`config.mk`:
```
export PLATFORM = sky130hd
export DESIGN_NAME = soc_fpga_intf_dma_arb
export DESIGN_NICKNAME = d
export VERILOG_FILES = /design/src/rtl/soc_fpga_dma_pkg.sv /design/src/rtl/soc_fpga_dma_rr_arb.sv /design/src/rtl/soc_fpga_intf_dma_arb.sv
export SDC_FILE = /design/constraint.sdc
export NUM_CORES = 1
export LEC_CHECK = 0
export ABC_CLOCK_PERIOD_IN_PS = 2800
export CORE_AREA = 4 4 41 43
export CTS_CLUSTER_DIAMETER = 100
export DETAILED_ROUTE_END_ITERATION = 6
export DIE_AREA = 0 0 45 47
export DONT_BUFFER_PORTS = 1
export HOLD_SLACK_MARGIN = 0.03
export MAX_ROUTING_LAYER = met4
export PLACE_DENSITY_LB_ADDON = 0.12
export SYNTH_ARGS = -nofsm -noshare
export SYNTH_HDL_FRONTEND = slang
export SYNTH_SLANG_ARGS = --single-unit
export TNS_END_PERCENT = 1
```
`constraint.sdc`:
```
create_clock -name DMA_CLK -period 2.8 [get_ports DMA_CLK]
set_clock_uncertainty 0.15 [all_clocks]
set_input_delay 0.42 -clock DMA_CLK [delete_from_list [all_inputs] [get_ports DMA_CLK]]
set_output_delay 0.42 -clock DMA_CLK [all_outputs]
set_load 0.1 [all_outputs]
```
`src/rtl/soc_fpga_dma_pkg.sv`:
```
// Shared types and helpers for the fabric-to-SoC DMA request interface.
// Holds the FSM state encoding and the channel-index width helper.
package soc_fpga_dma_pkg;

  typedef enum logic {
    IDLE = 1'b0,
    REQ  = 1'b1
  } state_t;

  // Width of a channel index; never less than one bit.
  function automatic int ch_w(input int n);
    return (n < 2) ? 1 : $clog2(n);
  endfunction

endpackage

```
`src/rtl/soc_fpga_dma_rr_arb.sv`:
```
// Combinational round-robin picker: first eligible channel strictly after
// last_grant, wrapping modulo NUM_CH.
module soc_fpga_dma_rr_arb
  import soc_fpga_dma_pkg::*;
#(
  parameter int NUM_CH = 4,
  parameter int CH_W   = ch_w(NUM_CH)
) (
  input  logic [NUM_CH-1:0] elig,
  input  logic [CH_W-1:0]   last_grant,
  output logic              valid,
  output logic [CH_W-1:0]   ch
);

  logic [CH_W-1:0] idx;

  always_comb begin
    valid = 1'b0;
    ch    = '0;
    idx   = '0;
    for (int k = 1; k <= NUM_CH; k++) begin
      idx = CH_W'((int'(last_grant) + k) % NUM_CH);
      if (!valid && elig[idx]) begin
        valid = 1'b1;
        ch    = idx;
      end
    end
  end

endmodule

```
`src/rtl/soc_fpga_intf_dma_arb.sv`:
```
// Multi-channel DMA request interface: captures fabric requests (level or
// counted edges) and serialises them onto one SoC request/ack handshake.
module soc_fpga_intf_dma_arb
  import soc_fpga_dma_pkg::*;
#(
  parameter int                NUM_CH    = 4,
  parameter int                CNT_W     = 3,
  parameter logic [NUM_CH-1:0] EDGE_MODE = '0,
  localparam int               CH_W      = ch_w(NUM_CH)
) (
  input  logic              DMA_CLK,
  input  logic              DMA_RST,
  input  logic [NUM_CH-1:0] DMA_REQ,
  output logic [NUM_CH-1:0] DMA_ACK,
  output logic [NUM_CH-1:0] DMA_OVF,
  input  logic              OVF_CLR,
  output logic              SOC_REQ,
  output logic [CH_W-1:0]   SOC_CH,
  input  logic              SOC_ACK
);

  localparam logic [CNT_W-1:0] PEND_MAX = '1;

  state_t              state, state_next;
  logic [NUM_CH-1:0]   req_q, req_qq, edge_det;
  logic [CNT_W-1:0]    pend [NUM_CH];
  logic [NUM_CH-1:0]   pend_nz, elig, dec, ovf_set;
  logic [CH_W-1:0]     last_grant, pick_ch;
  logic                pick_valid, grant, done;

  assign edge_det = req_q & ~req_qq;
  assign SOC_REQ  = (state == REQ);

  // A level channel is masked while its DMA_ACK is high, so a fabric that
  // drops its request on the ack does not get granted a second time.
  always_comb begin
    pend_nz = '0;
    for (int i = 0; i < NUM_CH; i++) pend_nz[i] = (pend[i] != '0);
    elig = (EDGE_MODE & pend_nz) | (~EDGE_MODE & req_q & ~DMA_ACK);
  end

  soc_fpga_dma_rr_arb #(
    .NUM_CH (NUM_CH),
    .CH_W   (CH_W)
  ) u_rr_arb (
    .elig       (elig),
    .last_grant (last_grant),
    .valid      (pick_valid),
    .ch         (pick_ch)
  );

  always_comb begin
    state_next = state;
    grant      = 1'b0;
    done       = 1'b0;
    dec        = '0;
    case (state)
      IDLE: begin
        if (pick_valid) begin
          state_next = REQ;
          grant      = 1'b1;
        end
      end
      REQ: begin
        if (SOC_ACK) begin
          state_next  = IDLE;
          done        = 1'b1;
          dec[SOC_CH] = 1'b1;
        end
      end
      default: state_next = IDLE;
    endcase
  end

  always_ff @(posedge DMA_CLK) begin
    if (DMA_RST) begin
      state      <= IDLE;
      SOC_CH     <= '0;
      last_grant <= CH_W'(NUM_CH - 1);
      DMA_ACK    <= '0;
      req_q      <= '0;
      req_qq     <= '0;
    end else begin
      state   <= state_next;
      DMA_ACK <= dec;
      req_q   <= DMA_REQ;
      req_qq  <= req_q;
      if (grant) SOC_CH <= pick_ch;
      if (done) last_grant <= SOC_CH;
    end
  end

  // Overflow only on a net increment into a saturated counter.
  always_comb begin
    ovf_set = '0;
    for (int i = 0; i < NUM_CH; i++)
      ovf_set[i] = EDGE_MODE[i] && edge_det[i] && !dec[i] && (pend[i] == PEND_MAX);
  end

  always_ff @(posedge DMA_CLK) begin
    if (DMA_RST) begin
      for (int i = 0; i < NUM_CH; i++) pend[i] <= '0;
      DMA_OVF <= '0;
    end else begin
      for (int i = 0; i < NUM_CH; i++) begin
        if (EDGE_MODE[i]) begin
          if (edge_det[i] && !dec[i] && (pend[i] != PEND_MAX))
            pend[i] <= pend[i] + CNT_W'(1);
          else if (!edge_det[i] && dec[i])
            pend[i] <= pend[i] - CNT_W'(1);
        end
      end
      DMA_OVF <= ovf_set | (DMA_OVF & ~{NUM_CH{OVF_CLR}});
    end
  end

endmodule

```
### After elaboration in Yosys (flattened, before gate mapping)

Index checks and enable logic that the tools add are counted.

| storage, ports and cells | value |
|---|---|
| bits in read-only memories | 0 |
| RAM bits | 0 |
| bits in latches | 0 |
| bits of input ports | 8 |
| memories kept | 0 |
| bits in registers | 17 |

| operators by class | value |
|---|---|
| multiplexer cells | 24 |
| shifts and indexed selects | 0 |
| div/mod/pow operators | 0 |
| $mul | 0 |
| add/sub/neg operators | 4 |
| reductions and logical operators | 8 |
| eq/ne operators | 0 |
| bitwise gates (word level) | 6 |
| magnitude comparators | 6 |

Operators with widths:

| operator | count |
|---|---|
| $lt 2x3->1 const B | 5 |
| $mux 1 | 14 |
| $and 4x4->4 | 2 |
| $bmux 1 s2 | 4 |
| $mux 2 | 4 |
| $not 4->4 | 2 |
| $add 2x1->2 const B | 2 |
| $add 2x2->2 const B | 2 |
| $logic_and 1x1->1 | 4 |
| $logic_not 1->1 | 3 |
| $reduce_or 3->1 | 1 |
| $demux 1 s2 | 1 |
| $ge 2x1->1 const B | 1 |
| $not 1->1 | 2 |
| $pmux 1 s2 | 1 |

### Depth between registers and ports, before layout

Gate-level depths: netlist of the first run.

| depth | value |
|---|---|
| depth in word-level cells | 16 |
| gate-level depth with buffers | 4 |

### By module

From an unflattened synthesis of the first run, not the netlist that was laid out.

| second synthesis, totals | value |
|---|---|
| cell total of the unflattened synthesis | 63 |
| area total of the unflattened synthesis | 641.9 sq um |

By module, submodules not included:

| module | cells each | area each (sq um) | instances | seq. area each (sq um) |
|---|---|---|---|---|
| soc_fpga_intf_dma_arb | 49 | 550.5 | 1 | 340.3 |
| soc_fpga_dma_rr_arb | 14 | 91.3 | 1 | 0.0 |

### Worst setup path after synthesis of the first run

No wires, ideal clock.

| path | value |
|---|---|
| path kind | reg-to-reg |
| start point | register DMA_ACK[1] |
| end point | register SOC_CH[1] |
| required time | 2.579 ns |
| setup slack | 0.879 ns |
| library setup time | 0.071 ns |
| path buffers | 0 |
| stages on the path, launching flop included | 5 |
| arrival time | 1.700 ns |
| cell sequence | dfxtp_1 nand2b_4 a41oi_2 nand2b_1 a21oi_1 |

| on the way | value |
|---|---|
| word-level cells in the longest chain between the ends | 16 |

Ends and longest elaborated chain:

| element | RTL line | RTL |
|---|---|---|
| start, declared | soc_fpga_intf_dma_arb.sv:14 | `output logic [NUM_CH-1:0] DMA_ACK,` |
| start signal, assigned | soc_fpga_intf_dma_arb.sv:80 | `DMA_ACK <= '0;` |
| start signal, assigned | soc_fpga_intf_dma_arb.sv:85 | `DMA_ACK <= dec;` |
| $not 4->4 * | soc_fpga_intf_dma_arb.sv:39 | `elig = (EDGE_MODE & pend_nz) \| (~EDGE_MODE & req_q & ~DMA_ACK);` |
| $and 4x4->4 * | soc_fpga_intf_dma_arb.sv:39 |  |
| $bmux 1 s2 | soc_fpga_dma_rr_arb.sv:23 | `if (!valid && elig[idx]) begin` |
| $mux 1 (not written as such) | soc_fpga_dma_rr_arb.sv:23 |  |
| $mux 1 | soc_fpga_dma_rr_arb.sv:23 |  |
| $logic_not 1->1 | soc_fpga_dma_rr_arb.sv:23 |  |
| $logic_and 1x1->1 | soc_fpga_dma_rr_arb.sv:23 |  |
| $mux 1 | soc_fpga_dma_rr_arb.sv:23 |  |
| $logic_not 1->1 | soc_fpga_dma_rr_arb.sv:23 |  |
| $logic_and 1x1->1 | soc_fpga_dma_rr_arb.sv:23 |  |
| $mux 1 | soc_fpga_dma_rr_arb.sv:23 |  |
| $logic_not 1->1 | soc_fpga_dma_rr_arb.sv:23 |  |
| $logic_and 1x1->1 | soc_fpga_dma_rr_arb.sv:23 |  |
| $mux 1 | soc_fpga_dma_rr_arb.sv:23 |  |
| $mux 1 | soc_fpga_intf_dma_arb.sv:59 | `if (pick_valid) begin` |
| $mux 1 | soc_fpga_intf_dma_arb.sv:57 | `case (state)` |
| end signal, assigned | soc_fpga_intf_dma_arb.sv:88 | `if (grant) SOC_CH <= pick_ch;` |
| end, declared | soc_fpga_intf_dma_arb.sv:18 | `output logic [CH_W-1:0] SOC_CH,` |

Mark *: on every way between the ends. The rest lies on a longest branch, timed or not. The select of a mux whose other input is x is not followed.
A chain may end at the register's enable or synchronous reset.

### Worst setup path after layout of the first run

| path | value |
|---|---|
| start point | register DMA_OVF[2] |
| end point | output port DMA_OVF[2] |

RTL lines:

| element | RTL line | RTL |
|---|---|---|
| start, declared | soc_fpga_intf_dma_arb.sv:15 | `output logic [NUM_CH-1:0] DMA_OVF,` |
| start signal, assigned | soc_fpga_intf_dma_arb.sv:113 | `DMA_OVF <= ovf_set \| (DMA_OVF & ~{NUM_CH{OVF_CLR}});` |

No word-level cell between the ends.

==> results of run 1 <==
flip-flops by register name (all words and copies together) (netlist names):
| name | flops |
|---|---|
| SOC_REQ | 1 |
| DMA_OVF | 4 |
| last_grant | 2 |
| SOC_CH | 2 |
| req_q | 4 |
| DMA_ACK | 4 |
synthesized netlist by cell type (all sizes together):
master  number
nor2b        5
a21o         1
inv          1
a311oi       1
nand4        1
nor2         6
and4bb       1
o21ai        3
nor4b        2
a211o        2
nand2        1
nor3b        2
and2         4
a21oi        2
nand2b       5
and3         2
dfxtp       17
nor4         1
clkbuf       1
nor4bb       1
a41oi        1
stage by stage:
step	util [%]	setup slack, ns
final	59.13	0.9733
after global routing	59.13	0.9354
after CTS	58.37	0.9577
after detailed placement	55.48	1.294
after global placement	55.48	1.297
after floorplan	-	0.8795
how the worst max path moves through the flow:
stage	start	endpoint	slack, ns	depth (start not counted)
6_report	DMA_OVF[2]	DMA_OVF[2]	0.97	0
3_5_place_dp	DMA_OVF[0]	DMA_OVF[0]	1.29	0
2_1_floorplan	DMA_ACK[1]	SOC_CH[1]	0.88	4
5_1_grt	DMA_OVF[2]	DMA_OVF[2]	0.94	0
3_3_place_gp	DMA_OVF[3]	DMA_OVF[3]	1.30	0
4_1_cts	DMA_OVF[2]	DMA_OVF[2]	0.96	0
power breakdown:
group	internal (uW)	switching (uW)	leakage, uW	total (uW)
clock	53.1	74.3	0.0000177	127
combinational	27.8	61.1	0.000156	88.9
sequential	253	11.8	0.000139	264
total	333	147	0.000313	481
layout make-up:
cell class                      count  area [um2]
Clock buffer                        3       22.52
Inverter                            1       3.754
Clock inverter                      1       5.005
Multi-Input combinational cell     41       306.5
Sequential cell                    17       340.3
Fill cell                         118       531.8
Timing Repair Buffer                9       72.57
Tap cell                           15       18.77
kinds of logic (layout without fill, tap and decap cells):
family | Yosys count | after routing | synth area share (%)
AOI/OAI and AO/OA | 10 | 10 | 11.47
buffers and inverters | 2 | 14 | 1.146
DFF | 17 | 17 | 52.01
and+or+nand+nor | 31 | 31 | 35.37
routing by layer:
layer | part of all wire [%] | wire length [um] | vias to the layer above | GRT usage [%]
met5 | 0 | 0 | - | -
met4 | 1.8 | 23 | 0 | 8.772
met3 | 6.3 | 80 | 4 | 3.448
met2 | 46 | 579 | 12 | 20.62
met1 | 46 | 577 | 231 | 17.02
li1 | - | - | 236 | -
==> impl_metrics.py, run 1 <==
metrics = {
    "outcome": {
        "status": "finished, final reports clean",
    },
    "sta": {
        "hold_violations": 0,
        "max_freq_ghz": 0.5474,
        "fin_crit_ns": 1.827,
        "setup_violations": 0,
        "tns_ns": 0,
        "slew_violations": 0,
        "slew_headroom_pct": 35.67,
        "period_share_pct": 65.24,
        "hold_ws_ns": 0.04441,
        "rsz0062_at_grt": "no",
        "worstMarginPinSlew_ns": 0.9637,
    },
    "synth": {
        "synth_nets": 68,
        "yosysSeqAreaShare_pct": 52.01,
        "syn-cell-area_um2": 654.4,
        "synth_top_area_share_pct": 52.01,
        "avgSynthCellArea_um2": 10.91,
        "ys_ff_latch": 17,
        "synthTopCellsByArea": "dfxtp_1 52%, nand2b_4 8.4%, nor2b_1 4.8%, and2_1 3.8%, nor2_1 3.4%",
        "synth_top_area_cell": "dfxtp_1",
        "synth_cell_types": 24,
        "netlist_instances": 60,
        "yosysWarnings": 0,
    },
    "clock_network": {
        "post_cts_buffers": 0,
        "cts_buffer_depth": 2,
        "insertion_delay_ns": 0.28,
        "root_buffer": "clkbuf_4",
        "cts_tree": "built",
        "htree_levels": 1,
        "clock-sinks": 17,
        "numCtsBuffers": 3,
        "cts.repair.resized": 0,
        "cts_hold_buf": 1,
        "clk_pin_slew_worst_paths_ns": 0.10,
    },
    "worst_setup_path": {
        "regToRegStartpoint": "DMA_ACK[3]",
        "start_kind": "flop",
        "crit_fanout": 2,
        "r2r-end": "SOC_CH[1]",
        "cp-end-kind": "output pin",
        "critPathRequiredTime_ns": 2.23,
        "reg2reg_depth": 5,
        "crit_type": "reg -> out",
        "r2r_setup_slack_ns": 1.30,
        "cp.arrival_ns": 1.26,
    },
    "cells_and_area": {
        "layout-drive-gt1-share_pct": 25.00,
        "fin_cells": 87,
        "antenna_cells": 0,
        "area_growth_pct": 17.59,
        "fin_nets": 81,
        "mostFrequentLayoutCells": "17 x dfxtp_1, 7 x buf_4, 6 x nor2_1, 5 x nor2b_1",
        "final_cell_area_um2": 769.5,
        "final_common_cell": "dfxtp_1",
    },
    "placement": {
        "port_buffers": 0,
        "dp.cells": 81,
        "postPlaceCellArea_um2": 721.9,
        "globalplace.congestion": 0.7038,
    },
    "pwr": {
        "ir_worst_vdd_mv": 0.3630,
        "leakagePower_uw": 0.0003133,
        "power_density_nw_per_um2": 624.7,
        "power_uw": 480.7,
    },
    "run": {
        "timing.max_cap.violations": 0,
    },
    "grt": {
        "grt_pass1_vias": 453,
        "overflow": 0,
        "grt.total_usage_pct": 13.99,
        "antenna_found_initial": 0,
        "grt_pass1_wl_um": 1959,
        "grt_max_degree": 14,
    },
    "floorplanning": {
        "fp-row-count": 13,
        "start_util_pct": 50.29,
        "dieArea_um2": 2115,
        "die_w_um": 45,
        "ios": 19,
        "die_h_um": 47,
        "coreArea_um2": 1301,
    },
    "route": {
        "drtIter0Drc": 3,
        "drc": 0,
        "dr.pass1.iters": 4,
        "vias": 483,
        "via_per_inst": 5.552,
        "wl_per_cell_um": 14.51,
        "drt.antenna.violating_nets": 0,
        "wirelength_um": 1262,
    },
    "min_path": {
        "whs_path_depth": 1,
        "holdCritStartpoint": "DMA_RST",
        "min_delay_worst_endpoint": "SOC_CH[0]",
        "hold_class": "in -> reg",
    },
}
Note: power is estimated with default switching activity, not from simulation.
==> run 2: changes to the inputs <==
ABC_AREA = 1   (was default)
ABC_CLOCK_PERIOD_IN_PS = 1700   (was 2800)
CORE_AREA = default   (was 4 4 41 43)
CORE_MARGIN = 4   (was default)
CORE_UTILIZATION = 58   (was default)
DIE_AREA = default   (was 0 0 45 47)
clock period = 1.7 ns   (was 2.8 ns; I/O delays follow)
==> run 2 against run 1 <==
  * Via count grew 60%
  * Utilization grew 20 points
  * Largest power group is now combinational cells
  * Flip-flop and latch count is the same
  * Sequential share of layout area shrank 8.9 points
  * Count of clock-buffer cells in the layout grew 1
==> impl_metrics.py, run 2 <==
metrics = {
    "outcome": {
        "status": "finished, final reports clean",
    },
    "pwr": {
        "ir_worst_vdd_mv": 0.9537,
        "power_frac_clock_pct": 17.4,
        "combPwrFrac_pct": 43.5,
        "power_uw": 1210,
        "leakagePower_uw": 0.0004988,
        "power_density_nw_per_um2": 1185,
        "seqPwrFrac_pct": 39.1,
        "p_int_uw": 677.3,
        "switchingPower_uw": 532.5,
        "swShare_pct": 44.02,
    },
    "synth": {
        "synth_cell_types": 20,
        "avgSynthCellArea_um2": 6.806,
        "ys.flop_type": "dfxtp_1",
        "synthArstFlopShare_pct": 0,
        "yosysWarnings": 0,
        "synth_edf_count": 0,
        "netlist_instances": 116,
        "yosysSeqAreaShare_pct": 43.11,
        "synth_top_area_share_pct": 43.11,
        "yosys-top-cells-count": "29 x nand2_1, 21 x inv_1, 17 x dfxtp_1, 15 x nor2_1, 13 x nand3_1",
        "yosysMostFrequentCell": "nand2_1",
        "synth_nets": 124,
        "ys_ff_latch": 17,
        "syn-cell-area_um2": 789.5,
        "synth_top_area_cell": "dfxtp_1",
        "synthTopCellsByArea": "dfxtp_1 43%, nand2_1 14%, inv_1 10%, nand3_1 8.2%, nor2_1 7.1%",
    },
    "floorplanning": {
        "ios": 19,
        "die_h_um": 44.90,
        "dieArea_um2": 2016,
        "coreArea_um2": 1285,
        "die_w_um": 44.90,
        "start_util_pct": 61.44,
        "fp-row-count": 13,
    },
    "worst_setup_path": {
        "r2r-end": "SOC_CH[0]",
        "reg2reg_depth": 11,
        "cp-end-kind": "flop",
        "cp.arrival_ns": 1.62,
        "crit_fanout": 8,
        "cp_slowest_cell": "dfxtp_4",
        "regToRegStartpoint": "last_grant[0]",
        "worstPathCellList": "inv_4 > nand3_1 > nand2_1 > nand2_2 > nand2_2 > nor2_4 > nand3b_2 > nand2_2 > nand2_1 > nand2_1 > nor2_1",
        "crit_type": "reg -> reg",
        "critPathRequiredTime_ns": 1.73,
        "start_kind": "flop",
        "r2r_setup_slack_ns": 0.11,
        "crit_path_max_incr_delay_ns": 0.42,
    },
    "placement": {
        "pre_cts_ws_ns": 0.009988,
        "port_buffers": 0,
        "globalplace.congestion": 0.9326,
        "dp_hpwl_um": 1296,
        "dp.cells": 140,
    },
    "clock_network": {
        "numCtsBuffers": 3,
        "clock-sinks": 17,
        "root_buffer": "clkbuf_4",
        "cts_tree": "built",
        "insertion_delay_ns": 0.28,
        "htree_levels": 1,
        "clk_pin_slew_worst_paths_ns": 0.10,
        "cts_buffer_depth": 2,
    },
    "min_path": {
        "min_delay_worst_endpoint": "SOC_REQ",
        "hold_class": "in -> reg",
        "holdCritStartpoint": "SOC_ACK",
        "whs_path_depth": 3,
    },
    "cells_and_area": {
        "reg_top3": "DMA_ACK: 4 flops, DMA_OVF: 4 flops, req_q: 4 flops",
        "fin_nets": 144,
        "fin_cells": 150,
        "mostFrequentLayoutCells": "25 x nand2_1, 21 x inv_1, 15 x nor2_1, 12 x nand3_1, 11 x dfxtp_1",
        "final_core_util_pct": 79.45,
        "final_common_cell": "nand2_1",
        "area_growth_pct": 29.32,
        "layout-drive-gt1-share_pct": 26.67,
        "antenna_cells": 0,
    },
    "run": {
        "timing.max_cap.violations": 0,
    },
    "route": {
        "top_layer": "met4",
        "drt.antenna.violating_nets": 0,
        "vias": 771,
        "drtIter0Drc": 16,
        "dr.pass1.iters": 5,
        "wirelength_um": 1917,
        "wl_per_cell_um": 12.78,
        "drc": 0,
        "via_per_inst": 5.140,
        "wl_met3_um": 82,
        "m1WireLength_um": 755,
        "dr_wl_met2_um": 1038,
    },
    "grt": {
        "overflow": 0,
        "grt_pass1_vias": 723,
        "antenna_found_initial": 0,
        "grt.total_usage_pct": 21.73,
        "grt_max_degree": 10,
        "grt_pass1_wl_um": 3091,
    },
    "sta": {
        "hold_ws_ns": 0.07246,
        "setup_violations": 0,
        "hold_violations": 0,
        "slew_headroom_pct": 79.84,
        "worstMarginPinSlew_ns": 0.3015,
        "period_share_pct": 93.73,
        "max_freq_ghz": 0.6276,
        "slew_violations": 0,
        "finalWorstSetupSlack_ns": 0.1066,
        "fin_crit_ns": 1.593,
    },
}
[run 2: cell count changes after synthesis, moves of 4 or more]
cell,before,now
and2_1,4,0
nor2b_1,5,0
nand3_1,0,13
nand2_1,0,29
inv_1,1,21
nand2b_4,4,0
nor2_1,6,15
[run 2: kinds of logic (layout without fill, tap and decap cells)]
group | count (synthesis) | after routing | synth area share, %
buf+inv | 25 | 44 | 13.15
compound gates | 6 | 6 | 4.120
xor+xnor | 1 | 1 | 1.110
simple gates | 67 | 67 | 38.51
flops | 17 | 17 | 43.11
[run 2: layer usage]
metal	GRT usage (%)	vias up
met5	-	-
met4	10.53	0
met3	7.968	4
met2	33.52	19
met1	24.82	358
li1	-	390
[run 2: per-stage QoR]
stage	TNS (ns)	cell area, um2
3_5_place_dp	0	903.4
3_3_place_gp	0	903.4
6_report	0	1021
5_1_grt	-0.01007	1021
2_1_floorplan	-0.1144	804.5
4_1_cts	0	991.0
[run 2: worst max-delay path by stage]
stage	start	end	slack [ns]
6_report	last_grant[0]	SOC_CH[0]	0.11
5_1_grt	last_grant[0]	SOC_CH[1]	-0.009
4_1_cts	last_grant[1]	SOC_CH[0]	0.08
3_5_place_dp	last_grant[0]	SOC_CH[0]	0.01
3_3_place_gp	last_grant[0]	SOC_CH[0]	0.08
2_1_floorplan	SOC_REQ	DMA_ACK[0]	-0.06
[run 2: layout make-up]
cell class / instances / area, um2
multi-input cells: 74 / 371.6
flip-flops and latches: 17 / 360.3
fillers: 96 / 264.0
repair buffers: 17 / 155.1
inverters: 23 / 88.84
clock buffers: 4 / 26.28
well taps: 15 / 18.77
[run 2: repair_timing]
item,CTS,global route
endpoints found under the setup margin,1,3
resized for setup,1,9
pin swaps,0,2
hold endpoints to repair,14,0
buffers inserted,0,0
hold buffers,6,0
[run 2: power groups by stage]
stage / clock network (uW) / logic, uW / registers [uW]
floorplan: 0 / 226 / 637
global placement: 0 / 477 / 476
detailed placement: 0 / 485 / 477
CTS: 213 / 501 / 468
global route: 246 / 570 / 477
finish: 210 / 527 / 473
[run 2: critical path, delay by kind of cell, from the launching register on]
| family | cells | cell delay [ns] |
|---|---|---|
| AND/OR/NAND/NOR | 10 | 0.84 |
| flip-flops | 1 | 0.42 |
| buffers and inverters | 1 | 0.07 |
==> run 3: changes to the inputs <==
ABC_AREA = 0   (was 1)
CORE_AREA = 4 4 41 43   (was default)
CORE_MARGIN = default   (was 4)
CORE_UTILIZATION = default   (was 58)
DIE_AREA = 0 0 45 47   (was default)
PLACE_DENSITY = 0.74   (was default)
PLACE_DENSITY_LB_ADDON = default   (was 0.12)
==> run 3 against run 2 <==
  * Final cell count shrank 37%
  * Largest cell class is now sequential cells
  * Design area is 17% lower
  * Highest routed layer unchanged
  * Via count decreased by 35%
  * Critical path type is now reg -> out
  * Utilization decreased by 15 points
  * Flip-flop and latch count unchanged
  * Count of clock-buffer cells in the layout stayed put
  * Maximum frequency grew 4.5%
  * Register-to-register slack improved by 0.38 ns
  * Hold slack got worse by 0.018 ns
  * Non-clock buffer count did not move
  * Critical path depth is 10 lower
  * Power fell by 34%
==> impl_metrics.py, run 3 (synthesized netlist as in run 1, its figures left out) <==
metrics = {
    "sta": {
        "rsz0062_at_grt": "no",
        "worstMarginPinSlew_ns": 0.4780,
        "tns_ns": 0,
        "slew_violations": 0,
        "fin_crit_ns": 1.525,
        "period_share_pct": 89.72,
        "hold_violations": 0,
        "max_freq_ghz": 0.6556,
        "slew_headroom_pct": 68.03,
        "setup_violations": 0,
    },
    "run": {
        "timing.max_cap.violations": 0,
    },
    "cells_and_area": {
        "mostFrequentLayoutCells": "13 x dfxtp_1, 11 x buf_4, 6 x nor2_1, 6 x dlygate4sd3_1, 5 x nor2b_1",
        "regArea_um2": 345.3,
        "antenna_cells": 0,
        "final_common_cell": "dfxtp_1",
        "area_growth_pct": 28.87,
        "layout-drive-gt1-share_pct": 31.25,
        "fin_nets": 89,
        "nFillCells": 120,
        "final_cell_area_um2": 843.3,
        "multiInputGateArea_um2": 306.5,
        "reg_top3": "DMA_ACK: 4 flops, DMA_OVF: 4 flops, req_q: 4 flops",
    },
    "route": {
        "dr.pass1.iters": 2,
        "drtIter0Drc": 2,
        "wirelength_um": 1241,
        "drt.antenna.violating_nets": 0,
        "drc": 0,
        "vias": 499,
        "via_per_inst": 5.253,
        "wl_per_cell_um": 13.06,
    },
    "pwr": {
        "leakagePower_uw": 0.0003511,
        "power_density_nw_per_um2": 952.3,
        "ir_worst_vdd_mv": 0.5081,
        "switchingPower_uw": 244.0,
        "seqPwrFrac_pct": 54.8,
        "p_int_uw": 559.1,
        "swShare_pct": 30.39,
        "power_uw": 803.1,
        "combPwrFrac_pct": 18.7,
        "power_frac_clock_pct": 26.5,
    },
    "worst_setup_path": {
        "start_kind": "flop",
        "crit_type": "reg -> out",
        "cp.arrival_ns": 1.12,
        "crit_family": "flip-flops",
        "crit_fanout": 8,
        "crit_path_max_incr_delay_ns": 0.49,
        "worstPathCellList": "buf_4",
        "cp-end-kind": "output pin",
        "crit_buf_inv": 1,
        "cp_slowest_cell": "dfxtp_1",
        "critPathRequiredTime_ns": 1.29,
    },
    "min_path": {
        "hold_class": "in -> reg",
    },
    "clock_network": {
        "clock-sinks": 17,
        "htree_levels": 1,
        "cts_tree": "built",
        "post_cts_buffers": 0,
        "numCtsBuffers": 3,
        "root_buffer": "clkbuf_4",
        "clk_pin_slew_worst_paths_ns": 0.10,
        "cts_buffer_depth": 2,
        "insertion_delay_ns": 0.28,
    },
    "outcome": {
        "status": "finished, final reports clean",
    },
    "grt": {
        "overflow": 0,
        "grt.total_usage_pct": 14.50,
        "grt_max_degree": 14,
        "grt_pass1_wl_um": 2118,
        "antenna_found_initial": 0,
        "grt_pass1_vias": 495,
    },
    "floorplanning": {
        "start_util_pct": 50.29,
        "coreArea_um2": 1301,
        "fp-row-count": 13,
        "die_w_um": 45,
        "dieArea_um2": 2115,
        "ios": 19,
        "die_h_um": 47,
    },
    "placement": {
        "globalplace.congestion": 0.8007,
        "port_buffers": 0,
        "dp_hpwl_um": 887.8,
        "postPlaceCellArea_um2": 757.0,
    },
}
-- run 3: cell count changes in the layout (fill, tap and decap cells not counted), moves of 3 or more --
cell	previous run	this run
and2_1	0	4
dfxtp_2	1	4
dfxtp_4	5	0
inv_1	21	1
nand2_1	25	0
nand2_2	7	1
nand2b_4	0	4
nand3_1	12	0
nor2_1	15	6
nor2b_1	0	5
-- run 3: path summary, 6_finish.rpt --
path / startpoint / depth (start not counted) / slack [ns] / end
max: SOC_REQ / 1 / 0.17 / SOC_REQ
min: DMA_RST / 2 / 0.05 / DMA_OVF[1]
max reg2reg: DMA_ACK[2] / 4 / 0.49 / SOC_CH[0]
min reg2reg: last_grant[0] / 1 / 0.39 / last_grant[0]
-- run 3: through the flow --
| stage | util, % | hold slack [ns] | setup slack (ns) | instances |
|---|---|---|---|---|
| floorplan | - | 0.1732 | -0.1281 | 60 |
| global placement | 58.17 | 0.1776 | 0.5165 | 85 |
| detailed placement | 58.17 | 0.1773 | 0.4987 | 85 |
| CTS | 64.81 | 0.05085 | 0.1711 | 95 |
| global route | 64.81 | 0.07338 | 0.09713 | 95 |
| finish | 64.81 | 0.05475 | 0.1747 | 95 |
-- run 3: layout make-up --
class                      count  share of cell area [%]
timing repair buffer          17                   16.91
multi-input combinational     41                   36.35
sequential                    17                   40.95
tap                           15                   2.226
clock buffer                   4                   3.116
inverter                       1                  0.4451
-- run 3: power groups by stage --
stage          registers [uW]  clock network [uW]  logic (uW)
2_1_floorplan             508                   0        52.0
3_3_place_gp              448                   0         134
3_5_place_dp              449                   0         135
4_1_cts                   440                 216         150
5_1_grt                   444                 232         160
6_report                  440                 213         150
-- run 3: metal layers --
metal  part of all wire, %  GRT usage [%]  wire length (um)
met1                    48          17.99               596
met2                    46          22.03               577
met3                   4.4          2.299                54
met4                  0.97          8.772                12
met5                     0              -                 0
-- run 3: timing repair --
| item | 4_1_cts | 5_1_grt |
|---|---|---|
| resized for setup | 0 | 0 |
| hold endpoints to repair | 13 | 0 |
| hold buffers | 6 | 0 |
